==> config.mk <==
export PLATFORM = sky130hd
export DESIGN_NAME = fifo_uart_tx_flat
export DESIGN_NICKNAME = d
export VERILOG_FILES = /design/src/rtl/uart_pkg.sv /design/src/rtl/fifo_uart_tx_if.sv /design/src/rtl/uart_baud_gen.sv /design/src/rtl/fifo_uart_tx.sv /design/src/flat_wrapper.sv
export SDC_FILE = /design/constraint.sdc
export NUM_CORES = 1
export LEC_CHECK = 0
export CAP_MARGIN = 15
export CORE_UTILIZATION = 35
export CTS_BUF_LIST = sky130_fd_sc_hd__clkbuf_4 sky130_fd_sc_hd__clkbuf_8 sky130_fd_sc_hd__clkbuf_16
export DETAILED_ROUTE_END_ITERATION = 8
export PLACE_DENSITY = 0.55
export SYNTH_ARGS = -nofsm -noshare
export SYNTH_HDL_FRONTEND = slang
export SYNTH_HIERARCHICAL = 1
export SYNTH_SLANG_ARGS = --single-unit
==> constraint.sdc <==
create_clock -name clk -period 2.8 [get_ports clk]
set_input_delay 0.56 -clock clk [delete_from_list [all_inputs] [get_ports clk]]
set_output_delay 0.56 -clock clk [all_outputs]
set_load 0.01 [all_outputs]
==> src/rtl/uart_pkg.sv <==
// Shared types and constants for the FIFO-fed UART transmitter.
// Holds the FSM state type, the fixed oversample factor and the default divisor width.
package uart_pkg;

   typedef enum logic [1:0] {
      IDLE  = 2'd0,
      START = 2'd1,
      DATA  = 2'd2,
      STOP  = 2'd3
   } uart_state_t;

   localparam int OVERSAMPLE     = 16;
   localparam int DVSR_W_DEFAULT = 11;

endpackage

==> src/rtl/fifo_uart_tx_if.sv <==
// Read side of an upstream first-word-fall-through byte FIFO.
// The transmitter issues one-cycle pops; the FIFO presents its head byte and empty flag.
interface fifo_uart_tx_if;

   logic       fifo_empty;
   logic [7:0] fifo_rdata;
   logic       fifo_rd_en;

   modport master (
      input  fifo_empty,
      input  fifo_rdata,
      output fifo_rd_en
   );

   modport slave (
      output fifo_empty,
      output fifo_rdata,
      input  fifo_rd_en
   );

endinterface

==> src/rtl/uart_baud_gen.sv <==
// Oversample tick generator: s_tick pulses every dvsr_q+1 cycles, restarting from zero on clr.
// No latency beyond the count itself; clr always wins over the wrap.
module uart_baud_gen
   import uart_pkg::*;
#(
   parameter int DVSR_W = DVSR_W_DEFAULT
) (
   input  logic              clk,
   input  logic              arst_n,
   input  logic              clr,
   input  logic [DVSR_W-1:0] dvsr_q,
   output logic              s_tick
);

   logic [DVSR_W-1:0] cnt;

   assign s_tick = (cnt == dvsr_q);

   always_ff @(posedge clk or negedge arst_n) begin
      if (!arst_n) begin
         cnt <= '0;
      end else if (clr || s_tick) begin
         cnt <= '0;
      end else begin
         cnt <= cnt + 1'b1;
      end
   end

endmodule

==> src/rtl/fifo_uart_tx.sv <==
// UART transmitter draining a FWFT byte FIFO: start, DATA_BITS LSB-first, stop; frames chain with no gap.
// tx goes low the cycle after the pop; the FIFO is popped only when non-empty and enable is high.
module fifo_uart_tx
   import uart_pkg::*;
#(
   parameter int DATA_BITS  = 8,
   parameter int STOP_TICKS = 16,
   parameter int DVSR_W     = DVSR_W_DEFAULT
) (
   input  logic                 clk,
   input  logic                 arst_n,
   input  logic                 enable,
   input  logic [DVSR_W-1:0]    dvsr,
   fifo_uart_tx_if.master       fifo,
   output logic                 tx,
   output logic                 tx_busy
);

   localparam logic [5:0] OS_LAST   = 6'(OVERSAMPLE - 1);
   localparam logic [5:0] STOP_LAST = 6'(STOP_TICKS - 1);
   localparam logic [2:0] BIT_LAST  = 3'(DATA_BITS - 1);

   uart_state_t          state;
   logic [DATA_BITS-1:0] shreg;
   logic [DVSR_W-1:0]    dvsr_q;
   logic [5:0]           tick_cnt;
   logic [2:0]           bit_idx;
   logic                 run;
   logic                 s_tick;
   logic                 stop_done;
   logic                 pop;

   // run blocks a pop while reset is held and on the first edge after release
   assign stop_done      = (state == STOP) && s_tick && (tick_cnt == STOP_LAST);
   assign pop            = run && enable && !fifo.fifo_empty && ((state == IDLE) || stop_done);
   assign fifo.fifo_rd_en = pop;

   uart_baud_gen #(.DVSR_W(DVSR_W)) u_baud (
      .clk    (clk),
      .arst_n (arst_n),
      .clr    (pop),
      .dvsr_q (dvsr_q),
      .s_tick (s_tick)
   );

   always_ff @(posedge clk or negedge arst_n) begin
      if (!arst_n) begin
         state    <= IDLE;
         tx       <= 1'b1;
         tx_busy  <= 1'b0;
         shreg    <= '0;
         dvsr_q   <= '0;
         tick_cnt <= '0;
         bit_idx  <= '0;
         run      <= 1'b0;
      end else begin
         run <= 1'b1;
         if (pop) begin
            state    <= START;
            tx_busy  <= 1'b1;
            tx       <= 1'b0;
            shreg    <= fifo.fifo_rdata[DATA_BITS-1:0];
            dvsr_q   <= dvsr;
            tick_cnt <= '0;
            bit_idx  <= '0;
         end else begin
            case (state)
               IDLE: begin
                  tx      <= 1'b1;
                  tx_busy <= 1'b0;
               end
               START: if (s_tick) begin
                  if (tick_cnt == OS_LAST) begin
                     tick_cnt <= '0;
                     state    <= DATA;
                     tx       <= shreg[0];
                  end else begin
                     tick_cnt <= tick_cnt + 6'd1;
                  end
               end
               DATA: if (s_tick) begin
                  if (tick_cnt == OS_LAST) begin
                     tick_cnt <= '0;
                     if (bit_idx == BIT_LAST) begin
                        state <= STOP;
                        tx    <= 1'b1;
                     end else begin
                        // next bit is the one about to land in shreg[0]
                        bit_idx <= bit_idx + 3'd1;
                        shreg   <= shreg >> 1;
                        tx      <= shreg[1];
                     end
                  end else begin
                     tick_cnt <= tick_cnt + 6'd1;
                  end
               end
               STOP: if (s_tick) begin
                  if (tick_cnt == STOP_LAST) begin
                     tick_cnt <= '0;
                     state    <= IDLE;
                     tx_busy  <= 1'b0;
                  end else begin
                     tick_cnt <= tick_cnt + 6'd1;
                  end
               end
               default: state <= IDLE;
            endcase
         end
      end
   end

endmodule

==> src/flat_wrapper.sv <==
// flat-port wrapper written by rule: the top's interface ports become plain ports
module fifo_uart_tx_flat import uart_pkg::*;
#(
   parameter int DATA_BITS  = 8,
   parameter int STOP_TICKS = 16,
   parameter int DVSR_W     = DVSR_W_DEFAULT
)
  (clk, arst_n, enable, dvsr, tx, tx_busy, fifo_fifo_empty, fifo_fifo_rdata, fifo_fifo_rd_en);
  fifo_uart_tx_if fifo_i ();
  input  logic clk;
  input  logic arst_n;
  input  logic enable;
  input  logic [DVSR_W-1:0] dvsr;
  output logic tx;
  output logic tx_busy;
  input wire logic [$bits(fifo_i.fifo_empty)-1:0] fifo_fifo_empty;
  input wire logic [$bits(fifo_i.fifo_rdata)-1:0] fifo_fifo_rdata;
  output wire logic [$bits(fifo_i.fifo_rd_en)-1:0] fifo_fifo_rd_en;
  assign fifo_i.fifo_empty = fifo_fifo_empty;
  assign fifo_i.fifo_rdata = fifo_fifo_rdata;
  assign fifo_fifo_rd_en = fifo_i.fifo_rd_en;
  fifo_uart_tx #(.DATA_BITS(DATA_BITS), .STOP_TICKS(STOP_TICKS), .DVSR_W(DVSR_W)) u_core (.clk(clk), .arst_n(arst_n), .enable(enable), .dvsr(dvsr), .fifo(fifo_i), .tx(tx), .tx_busy(tx_busy));
endmodule
==> results.cfg, run 1 <==
[detailed_routing]
met2RoutedLength_um = 2030
wl_met1_um = 2130
topRoutingLayerUsed = met4
drc_errors = 0
postRouteWirelength_um = 4380
met3WireLength_um = 150
route.detailed.vias_per_inst = 4.70
ant_nets = 0
drt_pre_antenna_iters = 4
first_iter_violations = 57
via_count = 1593
wl_per_cell_um = 12.9

[synthesis]
post_synthesis_register_bit_count = 44
synth_compound_area_share_pct = 5.94
synth.distinct_cells = 44
synth_area_mm2 = 0.00246
synth_fp_nets = 237
adder_and_majority_gate_portion_of_the_synthesized_area_pct = 4.57
synth_xor_xnor_area_share_pct = 8.48
mux_cell_area_share_after_synthesis_pct = 14.5
synth_top_family_by_area = simple AND/OR/NAND/NOR gates
syn-instance-count = 205
synth.yosys.seq_area_share_pct = 44.7
synth-simple-area-share_pct = 17.6
number_of_enable_flip_flop_cells_after_synthesis = 0
synth_top_flop_cell = sky130_fd_sc_hd__dfrtp_1
synth_area_per_cell_um2 = 12.0
async_sr_flop_fraction_pct = 100
ys_warn_count = 6

[worst_setup_path]
setup.reg_to_reg.worst_slack_ps = 300
cp-start-kind = flop
worst_r2r_startpoint = u_core/dvsr_q[4]$_DFFE_PN0P_
cpMaxStageDelayCell = sky130_fd_sc_hd__dfrtp_1
crit_type = reg -> out
crit_path_end_kind = output port
crit_required_ps = 2240
timing.reg2reg.worst_path_depth = 9
end_of_the_worst_register_to_register_path = u_core/shreg[6]$_DFFE_PN0P_
worst-path-buf-inv = 2
timing.critical_path.arrival_ps = 2000
cp_max_fo = 2
crit_chain = xnor2_1 -> nand4_1 -> nor3_2 -> nor2b_2 -> a31oi_1 -> nand2b_4 -> inv_4 -> dlygate4sd2_1
timing.critical_path.max_delay_family = simple AND/OR/NAND/NOR gates
critical-path-max-stage-delay_ps = 400

[clock_tree]
cts_root_buf = sky130_fd_sc_hd__clkbuf_8
worst_setup_hold_path_clk_slew_ps = 90
h-tree-depth = 2
clkSinkCount = 44
tritoncts.num_buffers = 5
cts-root-to-sink-buffers = 2
clock_tree_from_tritoncts = yes
clkLatencyLatePin_ps = 300
cts_hold_buf = 0

[power_and_ir_drop]
comb_power_share_pct = 40.8
power.leakage_nw = 1.29
sw_frac_of_total_pct = 32.9
pwr-share-seq_pct = 40.3
clock_power_share_pct = 18.9
switching_power_w = 0.000860
power_density_cells_mw_per_mm2 = 877
p_int_w = 0.00175
power.ir.vdd_worst_mv = 0.308

[global_routing]
initial_antenna_violation_count = 0
first_global_vias = 1614
grt-ovfl-total = 0
grt_first_pass_wirelength_um = 7580
grt_max_degree = 33
global_route.usage.total_pct = 13.6

[flow_run]
max_cap_violations = 0

[sta]
timing_max_transition_violations_final = 0
fin_setup_tns_ps = 0
finalSetupViolations = 0
layout_worst_path_cycle_share_pct = 91.4
number_of_endpoints_with_negative_hold_slack_in_the_final_report = 0
fin_worst_skew_ps = 9.87
max_clock_freq_ghz = 0.391
unrepaired_setup_endpoints_after_global_routing = false
finalCriticalPeriod_ps = 2560
max_slew.worst_pin.slew_ps = 528
maxSlewHeadroom_pct = 64.8

[finish]
share_of_layout_cells_above_drive_strength_1_pct = 27.6
most-common-layout-cells = 43 x sky130_fd_sc_hd__dfrtp_1, 23 x sky130_fd_sc_hd__clkdlybuf4s50_1, 17 x sky130_fd_sc_hd__xnor2_1, 15 x sky130_fd_sc_hd__nor2_1, 13 x sky130_fd_sc_hd__mux2_2
area.growth.synth_to_final_pct = 20.9
num-fill-cells = 666
antenna_cells_inserted = 0
finish.cell_count_without_fillers = 339
design.final.nets = 274
most_common_cell_after_layout_fill_and_taps_aside = sky130_fd_sc_hd__dfrtp_1

[place]
place_inst = 329
post-dp-hpwl_um = 3110
globalplace.congestion = 0.805
io_buffers = 25

[die]
pin_count = 26
dieHeight_um = 85.9
initial_core_util_pct = 36.3
die_area_mm2 = 0.00738
floorplan.die.width_um = 85.9
floorplan.rows = 30
design.core.area_mm2 = 0.00679

[status]
run_status = complete, no violations

[worst_hold_path]
worst_hold_path_type = in -> async
worst max path at each step:
stage,startpoint,endpoint,slack (ps),cells after the start
after CTS,u_core/dvsr_q[4]$_DFFE_PN0P_,fifo_fifo_rd_en,220,8
after global placement,u_core/u_baud/cnt[8]$_DFF_PN0_,fifo_fifo_rd_en,210,8
after floorplan,u_core/u_baud/cnt[2]$_DFF_PN0_,u_core/u_baud/cnt[10]$_DFF_PN0_,170,13
after detailed placement,u_core/u_baud/cnt[8]$_DFF_PN0_,fifo_fifo_rd_en,180,8
final,u_core/dvsr_q[4]$_DFFE_PN0P_,fifo_fifo_rd_en,240,8
after global routing,u_core/u_baud/cnt[3]$_DFF_PN0_,fifo_fifo_rd_en,120,8
kinds of logic after synthesis:
kind of cell | count (synthesis)
AO/OA/AOI/OAI | 19
XOR/XNOR | 23
adder cells (fa/ha/maj) | 9
buffers and inverters | 13
flip-flops | 44
multiplexers | 29
other | 1
AND/OR/NAND/NOR | 67
cells in the mapped netlist (2+ instances only):
cell type	number	area [um^2]
sky130_fd_sc_hd__xnor2_1	18	158
sky130_fd_sc_hd__o211ai_1	2	15.0
sky130_fd_sc_hd__mux2_4	9	135
sky130_fd_sc_hd__mux2i_1	3	30.0
sky130_fd_sc_hd__xor2_1	4	35.0
sky130_fd_sc_hd__a311oi_1	2	17.5
sky130_fd_sc_hd__and2_1	2	12.5
sky130_fd_sc_hd__dfrtp_1	43	1080
sky130_fd_sc_hd__nor2b_1	3	18.8
sky130_fd_sc_hd__nand2_1	9	33.8
sky130_fd_sc_hd__nor4_4	2	42.5
sky130_fd_sc_hd__nor3_2	9	90.1
sky130_fd_sc_hd__buf_6	4	45.0
sky130_fd_sc_hd__nand2b_1	3	18.8
sky130_fd_sc_hd__o31ai_1	2	15.0
sky130_fd_sc_hd__nor2_1	15	56.3
sky130_fd_sc_hd__mux2_2	13	146
sky130_fd_sc_hd__nand4_1	4	25.0
sky130_fd_sc_hd__ha_1	9	113
sky130_fd_sc_hd__a21oi_1	4	20.0
sky130_fd_sc_hd__inv_1	5	18.8
sky130_fd_sc_hd__nor3_1	5	25.0
sky130_fd_sc_hd__mux2_1	4	45.0
sky130_fd_sc_hd__nand3_1	7	35.0
sky130_fd_sc_hd__o21ai_0	5	25.0
worst reg2reg max path, stage by stage (launching register included):
cell,delay [ps]
sky130_fd_sc_hd__dfrtp_1,400
sky130_fd_sc_hd__xnor2_1,210
sky130_fd_sc_hd__nand4_1,130
sky130_fd_sc_hd__nor3_2,200
sky130_fd_sc_hd__buf_4,270
sky130_fd_sc_hd__nand2b_1,150
sky130_fd_sc_hd__nor4_4,150
sky130_fd_sc_hd__buf_4,240
sky130_fd_sc_hd__mux2_2,350
sky130_fd_sc_hd__mux2_1,280
area by class of cell:
class	instances	area, um^2	share of cell area, %
tap	96	120	4.03
sequential	44	1100	37.0
inverter	6	25.0	0.840
timing repair buffer	37	334	11.2
clock inverter	3	47.5	1.60
clock buffer	5	68.8	2.31
multi-input combinational	148	1280	43.0
flip-flops by register name (all words and copies together), names as in the netlist:
register,count
u_core/tx,1
u_core/bit_idx,3
u_core/state,2
u_core/tx_busy,1
u_core/u_baud/cnt,11
u_core/run,1
u_core/tick_cnt,6
u_core/dvsr_q,11
u_core/shreg,8
power by group through the flow:
stage                     registers (W)  logic, W  clock network, W
after global routing            0.00109   0.00119          0.000544
final                           0.00105   0.00107          0.000495
after floorplan                 0.00105  0.000810                 0
after global placement          0.00106   0.00103                 0
after CTS                       0.00106   0.00108          0.000517
after detailed placement        0.00107   0.00105                 0
per-stage QoR:
stage / setup WS [ps] / hold slack (ps) / util (%) / power [W] / cell area (um^2)
final: 241 / 223 / 43.8 / 0.00261 / 2980
after global routing: 118 / 258 / 43.8 / 0.00282 / 2980
after CTS: 219 / 239 / 43.8 / 0.00265 / 2980
after detailed placement: 181 / 521 / 41.7 / 0.00212 / 2830
after global placement: 206 / 511 / 41.7 / 0.00209 / 2830
after floorplan: 171 / 264 / - / 0.00186 / 2460
per-layer routing:
layer,track usage (%),vias to the layer above
met1,17.4,778
met4,7.27,0
li1,-,789
met5,0,-
met3,3.46,4
met2,21.0,22
timing repair:
item,CTS,global route
setup buffers,2,0
endpoints found under the setup margin,1,0
hold endpoints to repair,0,0
gates resized for setup,4,0
(Power assumes the default switching activity.)
==> run 2, diff against run 1 <==
--- a/config.mk
+++ b/config.mk
@@ -6,10 +6,12 @@
 export NUM_CORES = 1
 export LEC_CHECK = 0
 export CAP_MARGIN = 15
-export CORE_UTILIZATION = 35
+export CORE_UTILIZATION = 50
 export CTS_BUF_LIST = sky130_fd_sc_hd__clkbuf_4 sky130_fd_sc_hd__clkbuf_8 sky130_fd_sc_hd__clkbuf_16
 export DETAILED_ROUTE_END_ITERATION = 8
-export PLACE_DENSITY = 0.55
+export GPL_ROUTABILITY_DRIVEN = 0
+export PLACE_DENSITY = 0.74
+export REMOVE_ABC_BUFFERS = 1
 export SYNTH_ARGS = -nofsm -noshare
 export SYNTH_HDL_FRONTEND = slang
 export SYNTH_HIERARCHICAL = 1
==> run 2 against run 1 <==
Non-clock buffer count unchanged. Sequential power about the same. Clock power grew 16%. Final area is 0.80% lower. Critical path depth unchanged. Setup slack got worse by 96 ps. Global-route usage increased by 4.6 points. Critical path type unchanged. Critical endpoint unchanged. Largest power group unchanged. Highest routed layer unchanged.
==> results.cfg, run 2 (synthesized netlist as in run 1, its figures left out) <==
[finish]
antenna_cells_inserted = 0
area.growth.synth_to_final_pct = 19.9
num-fill-cells = 379
share_of_layout_cells_above_drive_strength_1_pct = 27.6
finish.cell_count_without_fillers = 310
most_common_cell_after_layout_fill_and_taps_aside = sky130_fd_sc_hd__dfrtp_1
post-route-util_pct = 62.5
largest_registers = u_core/dvsr_q (11), u_core/u_baud/cnt (11), u_core/shreg (8)
most-common-layout-cells = 41 x sky130_fd_sc_hd__dfrtp_1, 23 x sky130_fd_sc_hd__clkdlybuf4s50_1, 18 x sky130_fd_sc_hd__xnor2_1, 15 x sky130_fd_sc_hd__nor2_1, 13 x sky130_fd_sc_hd__mux2_2
ff_latch_area_mm2 = 0.00110
multi_input_area_mm2 = 0.00127
design.final.nets = 274

[sta]
max_clock_freq_ghz = 0.377
layout_worst_path_cycle_share_pct = 94.8
fin_setup_tns_ps = 0
timing_max_transition_violations_final = 0
number_of_endpoints_with_negative_hold_slack_in_the_final_report = 0
fin_worst_skew_ps = 7.59
finalSetupViolations = 0
fin_worst_hold_slack_ps = 411
max_slew.worst_pin.slew_ps = 964
maxSlewHeadroom_pct = 35.7
finalCriticalPeriod_ps = 2650

[worst_setup_path]
setup.reg_to_reg.worst_slack_ps = 240
critical_path.startpoint = u_core/u_baud/cnt[5]$_DFF_PN0_
timing.reg2reg.worst_path_depth = 9
crit_type = reg -> out
crit_required_ps = 2240
cp-start-kind = flop
timing.critical_path.arrival_ps = 2090
cp_max_fo = 4
worst_r2r_startpoint = u_core/u_baud/cnt[5]$_DFF_PN0_
end_of_the_worst_register_to_register_path = u_core/shreg[6]$_DFFE_PN0P_
crit_path_end_kind = output port

[detailed_routing]
via_count = 1598
postRouteWirelength_um = 4140
wl_per_cell_um = 13.4
first_iter_violations = 81
route.detailed.vias_per_inst = 5.15
ant_nets = 0
drc_errors = 0
drt_pre_antenna_iters = 4

[clock_tree]
cts_hold_buf = 0
h-tree-depth = 2
worst_setup_hold_path_clk_slew_ps = 80
cts_root_buf = sky130_fd_sc_hd__clkbuf_8
clkSinkCount = 44
clkLatencyLatePin_ps = 290
cts-root-to-sink-buffers = 2
clock_tree_from_tritoncts = yes
tritoncts.num_buffers = 5

[global_routing]
grt_first_pass_wirelength_um = 7180
grt_max_degree = 45
grt_util_met1_pct = 25.2
grt-ovfl-total = 0
initial_antenna_violation_count = 0
grtUsageMet3_pct = 6.39
groute.layer.met2.usage_pct = 26.7
global_route.usage.total_pct = 18.2
globalRoute.busiestLayer = met2
first_global_vias = 1534

[die]
die_area_mm2 = 0.00521
initial_core_util_pct = 52.2
floorplan.die.width_um = 72.2
dieHeight_um = 72.2
floorplan.rows = 25
design.core.area_mm2 = 0.00472
pin_count = 26

[worst_hold_path]
worst_hold_path_type = in -> async

[power_and_ir_drop]
pwr-share-seq_pct = 39.0
power.ir.vdd_worst_mv = 0.467
clock_power_share_pct = 21.2
power.leakage_nw = 1.29
switching_power_w = 0.000845
sw_frac_of_total_pct = 31.4
comb_power_share_pct = 39.8
p_int_w = 0.00185
power_density_cells_mw_per_mm2 = 911

[place]
post-dp-hpwl_um = 2860
place_inst = 298
io_buffers = 25

[status]
run_status = complete, no violations

[flow_run]
max_cap_violations = 0
## run 2: cell types whose count changed in the layout (fill, tap and decap cells not counted)
| cell | delta |
|---|---|
| sky130_fd_sc_hd__clkinv_4 | -2 |
| sky130_fd_sc_hd__dfrtp_1 | -2 |
| sky130_fd_sc_hd__dfrtp_2 | +2 |
| sky130_fd_sc_hd__bufinv_16 | +1 |
| sky130_fd_sc_hd__nand2b_1 | +1 |
| sky130_fd_sc_hd__nand2b_4 | -1 |
| sky130_fd_sc_hd__nor2b_4 | +1 |
| sky130_fd_sc_hd__xnor2_1 | +1 |
| sky130_fd_sc_hd__clkbuf_4 | +1 |
| sky130_fd_sc_hd__nor2b_2 | -1 |
| sky130_fd_sc_hd__xnor2_2 | -1 |
## run 2: how the worst max path moves through the flow
stage / endpoint / slack, ps
2_1_floorplan: fifo_fifo_rd_en / -190
5_1_grt: fifo_fifo_rd_en / -4
3_3_place_gp: fifo_fifo_rd_en / 250
6_report: fifo_fifo_rd_en / 150
4_1_cts: fifo_fifo_rd_en / 120
3_5_place_dp: fifo_fifo_rd_en / 240
## run 2: stage by stage
step	total power (W)	area, um^2	setup WS (ps)
floorplan	0.00183	2390	-195
global placement	0.00208	2780	254
detailed placement	0.00212	2780	239
CTS	0.00272	2920	116
global route	0.00289	2950	-4.14
finish	0.00269	2950	145
## run 2: layout make-up
type	count	area share (%)
Tap cell	67	2.84
Timing Repair Buffer	37	11.3
Multi-Input combinational cell	148	43.0
Inverter	6	0.847
Clock buffer	6	2.58
Clock inverter	2	2.03
Sequential cell	44	37.4
## run 2: repair_timing
item,in CTS,in global routing
pin swaps,3,1
setup endpoints to repair,1,1
buffers inserted,1,3
gates resized for setup,2,3
## run 2: layer usage
layer | up-vias | share of wire, %
met1 | 773 | 49
met2 | 26 | 47
li1 | 795 | -
met3 | 4 | 3.3
met5 | - | 0
met4 | 0 | 0.92
## run 2: worst max-delay path, stage by stage (launching register included)
cell and delay, ps:
sky130_fd_sc_hd__dfrtp_2 440, sky130_fd_sc_hd__xnor2_1 160, sky130_fd_sc_hd__nand4_1 130, sky130_fd_sc_hd__nor3_2 260, sky130_fd_sc_hd__nor2b_4 200, sky130_fd_sc_hd__a31oi_1 80, sky130_fd_sc_hd__nand2b_1 200, sky130_fd_sc_hd__inv_4 70
sky130_fd_sc_hd__dlygate4sd2_1 260
## run 2: power groups by stage
stage,Combinational [W],Clock [W],Sequential (W)
after floorplan,0.000773,0,0.00106
after global placement,0.00102,0,0.00106
after detailed placement,0.00105,0,0.00107
after CTS,0.00108,0.000591,0.00105
after global routing,0.00119,0.000614,0.00109
final,0.00107,0.000572,0.00105
